## src/rtl/seq_restoring_divider.sv

```systemverilog
// ---------------------------------------------------------------------------
// seq_restoring_divider
//
// Sequential restoring divider. It produces one quotient bit per clock and
// recovers quotient and remainder from an unsigned dividend/divisor pair.
// Both the operand side and the result side use a valid/ready handshake.
//
// Ports:
//   clk          clock; all state changes on the rising edge
//   rst          asynchronous, active-high reset
//   in_valid     operand pair presented
//   in_ready     block can accept operands (high only in IDLE)
//   dividend     WN-bit unsigned numerator
//   divisor      WD-bit unsigned denominator
//   out_valid    result available (high only in DONE)
//   out_ready    consumer accepts the result
//   quotient     WN-bit floor(dividend / divisor); all ones on divide by zero
//   remainder    WD-bit dividend mod divisor; dividend[WD-1:0] on divide by zero
//   div_by_zero  the divisor of the current result was zero
// ---------------------------------------------------------------------------
module seq_restoring_divider #(
  parameter int WN = 8,
  parameter int WD = 4
) (
  input  logic          clk,
  input  logic          rst,
  input  logic          in_valid,
  output logic          in_ready,
  input  logic [WN-1:0] dividend,
  input  logic [WD-1:0] divisor,
  output logic          out_valid,
  input  logic          out_ready,
  output logic [WN-1:0] quotient,
  output logic [WD-1:0] remainder,
  output logic          div_by_zero
);

  localparam int CW = (WN > 1) ? $clog2(WN) : 1;
  localparam logic [CW-1:0] LAST = CW'(WN - 1);

  typedef enum logic [1:0] {
    IDLE = 2'd0,
    RUN  = 2'd1,
    DONE = 2'd2
  } state_t;

  state_t        state;
  logic [WN-1:0] q;      // dividend shifting out, quotient shifting in
  logic [WD-1:0] d;      // captured divisor
  logic [WD-1:0] r;      // partial remainder
  logic [CW-1:0] count;

  // One restoring step. The partial remainder is always below the divisor,
  // so its top bit is zero and only WD bits are stored. With a zero divisor
  // the remainder just accumulates the low dividend bits, and truncating the
  // difference to WD bits gives the same result as keeping the extra bit.
  logic [WD:0]   t;
  logic          ge;
  logic [WD-1:0] r_next;
  logic [WN-1:0] q_next;

  always_comb begin
    t      = {r, q[WN-1]};
    ge     = (t >= {1'b0, d});
    r_next = ge ? (t[WD-1:0] - d) : t[WD-1:0];
    q_next = {q[WN-2:0], ge};
  end

  always_ff @(posedge clk or posedge rst) begin
    if (rst) begin
      state       <= IDLE;
      in_ready    <= 1'b1;
      out_valid   <= 1'b0;
      q           <= '0;
      d           <= '0;
      r           <= '0;
      count       <= '0;
      quotient    <= '0;
      remainder   <= '0;
      div_by_zero <= 1'b0;
    end else begin
      case (state)
        IDLE: begin
          if (in_valid) begin
            q        <= dividend;
            d        <= divisor;
            r        <= '0;
            count    <= '0;
            state    <= RUN;
            in_ready <= 1'b0;
          end
        end
        RUN: begin
          q     <= q_next;
          r     <= r_next;
          count <= count + 1'b1;
          // Output registers load from this edge's step, not from q/r.
          if (count == LAST) begin
            state       <= DONE;
            out_valid   <= 1'b1;
            quotient    <= (d == '0) ? '1 : q_next;
            remainder   <= r_next;
            div_by_zero <= (d == '0);
          end
        end
        DONE: begin
          if (out_ready) begin
            state     <= IDLE;
            out_valid <= 1'b0;
            in_ready  <= 1'b1;
          end
        end
        default: begin
          state     <= IDLE;
          in_ready  <= 1'b1;
          out_valid <= 1'b0;
        end
      endcase
    end
  end

endmodule

```

## config.mk

```make
export PLATFORM = sky130hd
export DESIGN_NAME = seq_restoring_divider
export DESIGN_NICKNAME = d
export VERILOG_FILES = /design/src/rtl/seq_restoring_divider.sv
export SDC_FILE = /design/constraint.sdc
export NUM_CORES = 1
export LEC_CHECK = 0
export BUFFER_PORTS_ARGS = -buffer_cell sky130_fd_sc_hd__buf_2
export CELL_PAD_IN_SITES_DETAIL_PLACEMENT = 1
export CELL_PAD_IN_SITES_GLOBAL_PLACEMENT = 1
export CORE_UTILIZATION = 35
export CTS_CLUSTER_DIAMETER = 60
export DETAILED_ROUTE_END_ITERATION = 12
export GPL_ROUTABILITY_DRIVEN = 0
export PLACE_DENSITY = 0.76
export SYNTH_ARGS = -nofsm -noshare
export SYNTH_HDL_FRONTEND = slang
export SYNTH_SLANG_ARGS = --single-unit
```

## constraint.sdc

```tcl
create_clock -name clk -period 2.8 [get_ports clk]
set_input_delay 0.14 -clock clk [delete_from_list [all_inputs] [get_ports clk]]
set_output_delay 0.14 -clock clk [all_outputs]
set_load 0.02 [all_outputs]
```

Word level (Yosys, flattened, before mapping)
Index checks and enable logic that the tools add are counted.
Cells by class
  divide/modulo/power cells: 0
  equal/unequal tests: 6
  bitwise operators: 2
  reductions and logical operators: 9
  add/subtract/negate cells: 2
  shift-type cells: 0
  magnitude comparators: 1
  multiplexer cells: 18
  multipliers: 0
Operators with widths (number)
  two-way mux 8 bit: 2
  case mux 8 bit (2 select lines): 1
  AND reduction 3 bit: 3
  two-way mux 4 bit: 2
  case mux 4 bit (2 select lines): 1
  two-way mux 2 bit: 3
  != test 2 bit (second input constant): 3
  case mux 1 bit (3 select lines): 2
  case mux 2 bit (3 select lines): 1
  case mux 3 bit (2 select lines): 1
  AND reduction 2 bit: 3
  greater-or-equal comparator 5 x 4 -> 1 bit: 1
  logical NOT 4 bit: 1
  two-way mux 1 bit: 4
  subtractor 4 bit: 1
  adder 3 x 1 -> 3 bit (second input constant): 1
  == test 3 bit (second input constant): 1
  two-way mux 3 bit: 1
  == test 2 x 1 -> 1 bit (second input constant): 1
  == test 2 bit (second input constant): 1
  logical NOT 2 bit: 1
  inverter 1 bit: 2
  nonzero test 2 bit: 1
Word-level totals
  bits in latches: 0
  bits in read-only memories: 0
  output and inout port bits: 15
  word-level logic and storage cells: 48
  memories: 0
  memory bits (writable): 0
  register bits: 36
  input port bits: 16

Logic depth before layout (Yosys ltp)
Gate-level depths: netlist (run 1).
  depth after elaboration: 3
  depth in mapped cells: 7
  mapped depth without buffers: 7

Worst setup path before layout (run 1)
OpenSTA, ideal clock, no wires.
  path kind: register -> register
  from: register d[0]
  to: register r[3]
  required time: 2.678 ns
  setup time: 0.122 ns
  stages on the path, launching flop included: 7
  setup slack: 1.098 ns
  arrival time: 1.580 ns
  cells stage by stage: dfrtp_1 ha_1 nand2b_4 a211oi_4 o21ai_2 o21a_1 a32o_1
On the way
  longest elaborated chain between the ends: 3
Ends and longest elaborated chain
  from (decl): line 49  | logic [WD-1:0] d;
  from (signal assigned): line 86  | d <= divisor;
  subtractor 4 bit or greater-or-equal comparator 5 x 4 -> 1 bit (tied branches): line 65, 64
  two-way mux 4 bit (*): line 65  | r_next = ge ? (t[WD-1:0] - d) : t[WD-1:0];
  case mux 4 bit (2 select lines) (*): line 82  | case (state)
  to (signal assigned): line 95  | r <= r_next;
  to (decl): line 50  | logic [WD-1:0] r;
Mark *: on every way between the ends. The rest lies on a longest branch, timed or not.
A chain may end at the register's enable or synchronous reset.

Worst setup path after layout (run 1)
  from: register d[0]
  to: register remainder[1]
On the way
  longest elaborated chain between the ends: 2
Ends and longest elaborated chain
  subtractor 4 bit or greater-or-equal comparator 5 x 4 -> 1 bit (tied branches): line 65, 64
  two-way mux 4 bit (*): line 65
  to (signal assigned): line 102  | remainder <= r_next;
  to (decl): line 34  | output logic [WD-1:0] remainder,
Marks and branches as above.

==> impl_results.rst, run 1 <==
.. list-table::
   :header-rows: 1

   * - Metric
     - Value
   * - Largest cells by area after synthesis
     - dfrtp_1, nand2_1, o22a_1, ha_1, o21ai_0
   * - Global-route wire length before repair
     - 7.53 mm
   * - Number of antenna violations at the first check in global routing
     - 0
   * - Die extent in y
     - 71.5 um
   * - Total power divided by cell area
     - 1410 nW/um2
   * - Remaining DRCs
     - 2
   * - RR Startpoint
     - d[0]
   * - Max Clock Skew
     - 0.00694 ns
   * - Data required time of the critical path
     - 2.96 ns
   * - Initial standard-cell utilization of the core
     - 0.375
   * - Crit path time final
     - 1.89 ns
   * - Violation count after the first detailed-routing iteration
     - 60
   * - Total number of vias
     - 1,351
   * - Kind of critical path
     - reg2reg
   * - Average size of a mapped cell
     - 10.5 um2
   * - GR Util met2
     - 0.340
   * - Maximum clock path buffer count
     - 2
   * - Worst Hold Path Cells
     - 2
   * - Most used standard cells in the synthesized netlist
     - dfrtp_1, nand2_1, nor2_1, o21ai_0, o22a_1
   * - Worst R2R Path Depth
     - 6
   * - Hold Vio Cnt, Final
     - 0
   * - Die outline area
     - 5110 um2
   * - TritonCTS Sinks
     - 36
   * - Status
     - finished, violations left
   * - Cell type of the slowest stage on the worst timing path
     - dfrtp_1
   * - Std cell rows
     - 24
   * - Post CTS Setup Buffer Count
     - 0
   * - Register-to-register setup slack
     - 0.91 ns
   * - Clock buffer count from CTS
     - 5
   * - Count of hold-fix buffers inserted at cts
     - 1
   * - Antenna diode count
     - 0
   * - Setup Viol. Count Final
     - 0
   * - Post-cts sizing count
     - 0
   * - GR Layer Usage met3
     - 0.0295
   * - Max-slew violations
     - 0
   * - Data arrival, critical path
     - 2.05 ns
   * - Clock root buffer master
     - clkbuf_8
   * - R2R Path End
     - remainder[1]
   * - HPWL after detailed placement
     - 3.15 mm
   * - Largest fanout of any net on the critical path
     - 7
   * - Overall routing resource usage
     - 0.192
   * - Share of cells above drive strength 1
     - 0.268
   * - Met1 usage in global routing
     - 0.235
   * - Kind of launch point of the worst setup path
     - flop
   * - Non-filler cells, final
     - 250
   * - Synth Flop Type
     - dfrtp_1
   * - Clock network latency to the later pin of the worst-skew pair
     - 0.28 ns
   * - RSZ-0062 raised after global routing
     - false
   * - Drt pass-1 iters
     - 9
   * - Slew of the pin with the lowest slew margin
     - 0.917 ns
   * - Number of port buffers
     - 30
   * - Yosys cell types
     - 36
   * - Relative slew slack
     - 0.382
   * - Post-synthesis cell area
     - 1690 um2
   * - Ratio of routed vias to standard cells
     - 5.40
   * - Class of the tightest hold or removal check
     - in2reg
   * - Number of enable flip-flop cells after synthesis
     - 0
   * - Placed Instances
     - 241
   * - Register clock-pin slew on the reported worst setup and hold paths
     - 0.08 ns
   * - Largest net degree at the start of global routing
     - 20
   * - Largest voltage drop on the vdd net
     - 412 uV
   * - Detailed-route wire length per cell
     - 17.3 um
   * - Synth warnings
     - 0
   * - Endpoint of the most critical setup path
     - remainder[1]
   * - Number of storage elements in the synthesis netlist
     - 36
   * - Critical Path Source
     - d[0]
   * - Final-stage net count
     - 220
   * - Total length of routed wires
     - 4.32 mm
   * - Worst hold slack
     - 0.0497 ns
   * - CTS tree
     - built
   * - Critical path cell sequence
     - ha_1 -> nand2b_4 -> a211oi_4 -> o21ai_2 -> mux2i_1 -> o21ai_0
   * - Leading cell type by number of instances after synthesis
     - dfrtp_1
   * - Vias in the first global route
     - 1,515
   * - Area of the core
     - 4500 um2
   * - Crit end category
     - flop
   * - Post-route setup TNS
     - 0 ns
   * - Total nets after synthesis
     - 184
   * - Number of levels the H-tree was split into
     - 2
   * - Maximum cell stage delay along the critical path
     - 0.42 ns
   * - P_leak
     - 0.962 nW
   * - Area added between synthesis and finish
     - 20.8%
   * - Achievable Freq
     - 0.529 GHz
   * - Area share of the largest cell type after synthesis
     - 0.518
   * - Sequential element share of the synthesized area
     - 0.534
   * - Cell taking the most area after synthesis
     - dfrtp_1
   * - Synthesized instance count
     - 161
   * - Share of synthesized flip-flops with an asynchronous set or reset
     - 1.00
   * - Violations in the final reports
     - DRC
   * - Die width
     - 71.5 um
   * - Top Ports
     - 31
   * - Post-layout power
     - 2.88 mW
   * - Post-route core utilization
     - 0.453
   * - Residual overflow from global routing
     - 0
   * - Number of max-capacitance violations reported
     - 0
   * - Antenna violation net count after detailed routing
     - 0
   * - Part of the cycle the worst path needs
     - 0.675
   * - Busiest layer in global routing
     - met2
-- cell usage in the layout, fill, tap and decap left out, types with 2 or more instances in the layout --
cell / count
dfrtp_1: 35
nand2_1: 30
buf_2: 30
o21ai_0: 11
nor2_1: 11
o22a_1: 9
inv_1: 7
clkbuf_8: 7
nand3_1: 6
a31oi_1: 6
ha_1: 6
buf_4: 5
a21oi_1: 4
o21ai_2: 3
o21a_1: 3
nand3b_1: 2
mux2i_1: 2
-- where the power goes --
| part | internal (mW) | switching (mW) |
|---|---|---|
| combinational | 0.587 | 0.823 |
| sequential | 0.781 | 0.191 |
| clock | 0.314 | 0.188 |
| total | 1.68 | 1.20 |
-- final cells by class --
type | count | area [um2]
sequential | 36 | 902
timing repair buffer | 36 | 198
inverter | 7 | 26.3
clock inverter | 1 | 30.0
tap | 52 | 65.1
fill | 508 | 2460
clock buffer | 7 | 96.3
multi-input combinational | 111 | 724
-- registers in the layout, indices dropped and copies added (netlist names), 2 cells and up --
name	flops
q	8
quotient	8
d	4
r	4
remainder	4
count	3
state	2
-- kinds of logic (layout without fill, tap and decap cells) --
| kind of cell | Yosys count | after routing | share of synthesized area |
|---|---|---|---|
| XOR/XNOR | 1 | 1 | 0.00518 |
| AO/OA/AOI/OAI | 44 | 44 | 0.192 |
| adder cells (fa/ha/maj) | 7 | 7 | 0.0563 |
| AND/OR/NAND/NOR | 56 | 56 | 0.154 |
| multiplexers | 3 | 3 | 0.0207 |
| flip-flops | 36 | 36 | 0.534 |
| buffers and inverters | 14 | 51 | 0.0377 |
-- worst min path at each step --
| stage | start | endpoint | slack, ns |
|---|---|---|---|
| 6_report | out_ready | state[1] | 0.05 |
| 5_1_grt | out_ready | state[1] | 0.05 |
| 4_1_cts | out_ready | state[1] | 0.05 |
| 3_5_place_dp | rst | q[6] | 0.29 |
| 3_3_place_gp | rst | q[6] | 0.26 |
| 2_1_floorplan | out_ready | state[1] | 0.23 |
-- per-stage QoR --
step	cell area [um2]	setup WS, ns
global route	2040	0.763
detailed placement	1910	0.924
global placement	1910	1.03
finish	2040	0.910
CTS	2040	0.908
floorplan	1690	1.10
-- metal layers --
layer	routed length, um	up-vias
li1	-	634
met1	1920	684
met2	2200	24
met3	92	9
met4	102	0
met5	0	-
-- critical path, delay by kind of cell (launching register included) --
family	cells	cell delay [ns]
compound gates	3	0.57
fa+ha+maj	1	0.32
flops	1	0.42
mux	1	0.33
simple gates	1	0.14
Power figures use the tool's default switching activity.
==> run 2: changes to the inputs <==
--- a/config.mk
+++ b/config.mk
@@ -12,7 +12,7 @@
 export CTS_CLUSTER_DIAMETER = 60
 export DETAILED_ROUTE_END_ITERATION = 12
 export GPL_ROUTABILITY_DRIVEN = 0
-export PLACE_DENSITY = 0.76
+export PLACE_DENSITY = 0.78
 export SYNTH_ARGS = -nofsm -noshare
 export SYNTH_HDL_FRONTEND = slang
 export SYNTH_SLANG_ARGS = --single-unit
==> constraint.sdc (replaced) <==
create_clock -name clk -period 1.73 [get_ports clk]
set_input_delay 0.0865 -clock clk [delete_from_list [all_inputs] [get_ports clk]]
set_output_delay 0.0865 -clock clk [all_outputs]
set_load 0.02 [all_outputs]
==> run 2 against run 1 <==
Compared with the run above:
- the run ends with setup timing left
- first-iteration DRC count down 3.3%
- sequential share of layout area down 2.8 points
- register-to-register slack worse by 0.94 ns
- highest routed layer unchanged
==> impl_results.rst, run 2 (synthesis results as in run 1) <==
.. list-table::
   :header-rows: 1

   * - Metric
     - Value
   * - Worst hold slack
     - 0.00885 ns
   * - Data arrival, critical path
     - 1.93 ns
   * - Register clock-pin slew on the reported worst setup and hold paths
     - 0.07 ns
   * - Violations in the final reports
     - setup timing
   * - Ratio of routed vias to standard cells
     - 5.29
   * - Post-route core utilization
     - 0.484
   * - Number of port buffers
     - 30
   * - Class of the tightest hold or removal check
     - in2reg
   * - Global-route wire length before repair
     - 7.42 mm
   * - Antenna diode count
     - 0
   * - Kind of launch point of the worst setup path
     - flop
   * - Power spent charging and discharging nets
     - 2.08 mW
   * - Clock root buffer master
     - clkbuf_8
   * - Setup Viol. Count Final
     - 3
   * - Met1 usage in global routing
     - 0.243
   * - Remaining DRCs
     - 0
   * - Total length of routed wires
     - 4.45 mm
   * - Number of max-capacitance violations reported
     - 0
   * - Busiest layer in global routing
     - met2
   * - Share of cells above drive strength 1
     - 0.346
   * - Number of antenna violations at the first check in global routing
     - 0
   * - Area added between synthesis and finish
     - 29.1%
   * - Residual overflow from global routing
     - 0
   * - Pre-CTS worst setup slack
     - -0.0945 ns
   * - Area of the core
     - 4500 um2
   * - Vias in the first global route
     - 1,544
   * - Clock network latency to the later pin of the worst-skew pair
     - 0.29 ns
   * - Largest voltage drop on the vdd net
     - 714 uV
   * - Share of power burned in registers
     - 0.313
   * - Die width
     - 71.5 um
   * - Clock buffer count from CTS
     - 5
   * - GR Layer Usage met3
     - 0.0563
   * - Max-slew violations
     - 0
   * - Leading cell type in the layout, fill and taps excluded
     - dfrtp_1
   * - Overall routing resource usage
     - 0.195
   * - Placed Instances
     - 255
   * - Largest registers in the final layout
     - q: 8 flops, quotient: 8 flops
   * - Drt pass-1 iters
     - 4
   * - Detailed-route wire length per cell
     - 16.7 um
   * - Most used cells in the layout excluding fill and tap cells
     - dfrtp_1, nand2_1, buf_2
   * - Status
     - finished, violations left
   * - Violation count after the first detailed-routing iteration
     - 58
   * - CTS tree
     - built
   * - Antenna violation net count after detailed routing
     - 0
   * - Total number of vias
     - 1,407
   * - Slew of the pin with the lowest slew margin
     - 0.464 ns
   * - Hold Vio Cnt, Final
     - 0
   * - Share of power burned in the clock network
     - 0.123
   * - Crit path time final
     - 1.76 ns
   * - Cell type of the slowest stage on the worst timing path
     - dfrtp_1
   * - Number of levels the H-tree was split into
     - 2
   * - Buffers and inverters on the worst path
     - 1
   * - Net switching fraction of the power
     - 0.417
   * - RSZ-0062 raised after global routing
     - true
   * - GR Util met2
     - 0.322
   * - Die extent in y
     - 71.5 um
   * - Maximum cell stage delay along the critical path
     - 0.37 ns
   * - Achievable Freq
     - 0.568 GHz
   * - P_leak
     - 1.02 nW
   * - Maximum clock path buffer count
     - 2
   * - Part of the cycle the worst path needs
     - 1.02
   * - Critical path cell sequence
     - inv_2 -> ha_4 -> nand2b_4 -> a211oi_4 -> o21ai_4 -> o21a_1 -> a32o_1
   * - Post-layout power
     - 5.00 mW
   * - Worst path top cell family by delay
     - compound AO/OA/AOI/OAI gates
   * - P_int
     - 2.92 mW
   * - Kind of critical path
     - reg2reg
   * - Final-stage net count
     - 236
   * - Largest net degree at the start of global routing
     - 37
   * - TritonCTS Sinks
     - 36
   * - Std cell rows
     - 24
   * - Data required time of the critical path
     - 1.90 ns
   * - Largest fanout of any net on the critical path
     - 7
   * - Combinational share of power
     - 0.563
   * - Max Clock Skew
     - 0.00803 ns
   * - Relative slew slack
     - 0.690
   * - Crit end category
     - flop
   * - Total power divided by cell area
     - 2290 nW/um2
   * - Final WS setup
     - -0.0317 ns
   * - Initial standard-cell utilization of the core
     - 0.375
   * - Non-filler cells, final
     - 266
   * - Die outline area
     - 5110 um2
   * - Top Ports
     - 31
   * - HPWL after detailed placement
     - 3.12 mm
## run 2: final timing paths
| path | slack (ns) | cells past startpoint | startpoint | end |
|---|---|---|---|---|
| setup / recovery | -0.03 | 7 | q[7] | r[3] |
| hold / removal | 0.009 | 3 | divisor[3] | d[3] |
| setup reg to reg | -0.03 | 7 | q[7] | r[3] |
| hold reg to reg | 0.48 | 2 | remainder[2] | remainder[2] |
| max in group asynchronous | 0.90 | 4 | rst | in_ready |
| min in group asynchronous | 0.47 | 4 | rst | q[0] |
## run 2: area by class of cell
class,count,area (um2)
tap,52,65.1
multi-input combinational,111,778
timing repair buffer,52,320
clock buffer,8,90.1
inverter,7,26.3
sequential,36,902
fill,526,2320
## run 2: power groups by stage
stage | Combinational [mW] | Sequential [mW] | Clock [mW]
2_1_floorplan | 1.50 | 1.69 | 0
3_3_place_gp | 2.44 | 1.54 | 0
3_5_place_dp | 2.58 | 1.56 | 0
4_1_cts | 2.78 | 1.57 | 0.636
5_1_grt | 3.08 | 1.62 | 0.679
6_report | 2.82 | 1.57 | 0.616
## run 2: stage by stage
step / setup TNS (ns) / instance area (um2)
after floorplan: 0 / 1690
after global placement: -0.00530 / 2010
after detailed placement: -0.611 / 2010
after CTS: -0.00570 / 2180
after global routing: -0.423 / 2180
final: -0.0613 / 2180
## run 2: timing repair
item,4_1_cts,5_1_grt
setup buffers,1,0
endpoints found under the hold margin,36,0
pin swaps,3,2
hold buffers,2,0
endpoints found under the setup margin,9,8
resized for setup,6,3
## run 2: layer usage
| metal | vias to the layer above | share of wire |
|---|---|---|
| met5 | - | 0 |
| met4 | 0 | 0.014 |
| met3 | 8 | 0.031 |
| met2 | 21 | 0.50 |
| met1 | 706 | 0.46 |
| li1 | 672 | - |
## run 2: worst register-to-register path, delay by kind of cell, from the launching register on
kind | cells | cell delay, ns
simple gates | 1 | 0.15
fa+ha+maj | 1 | 0.20
compound gates | 4 | 0.85
buf+inv | 1 | 0.08
flops | 1 | 0.37
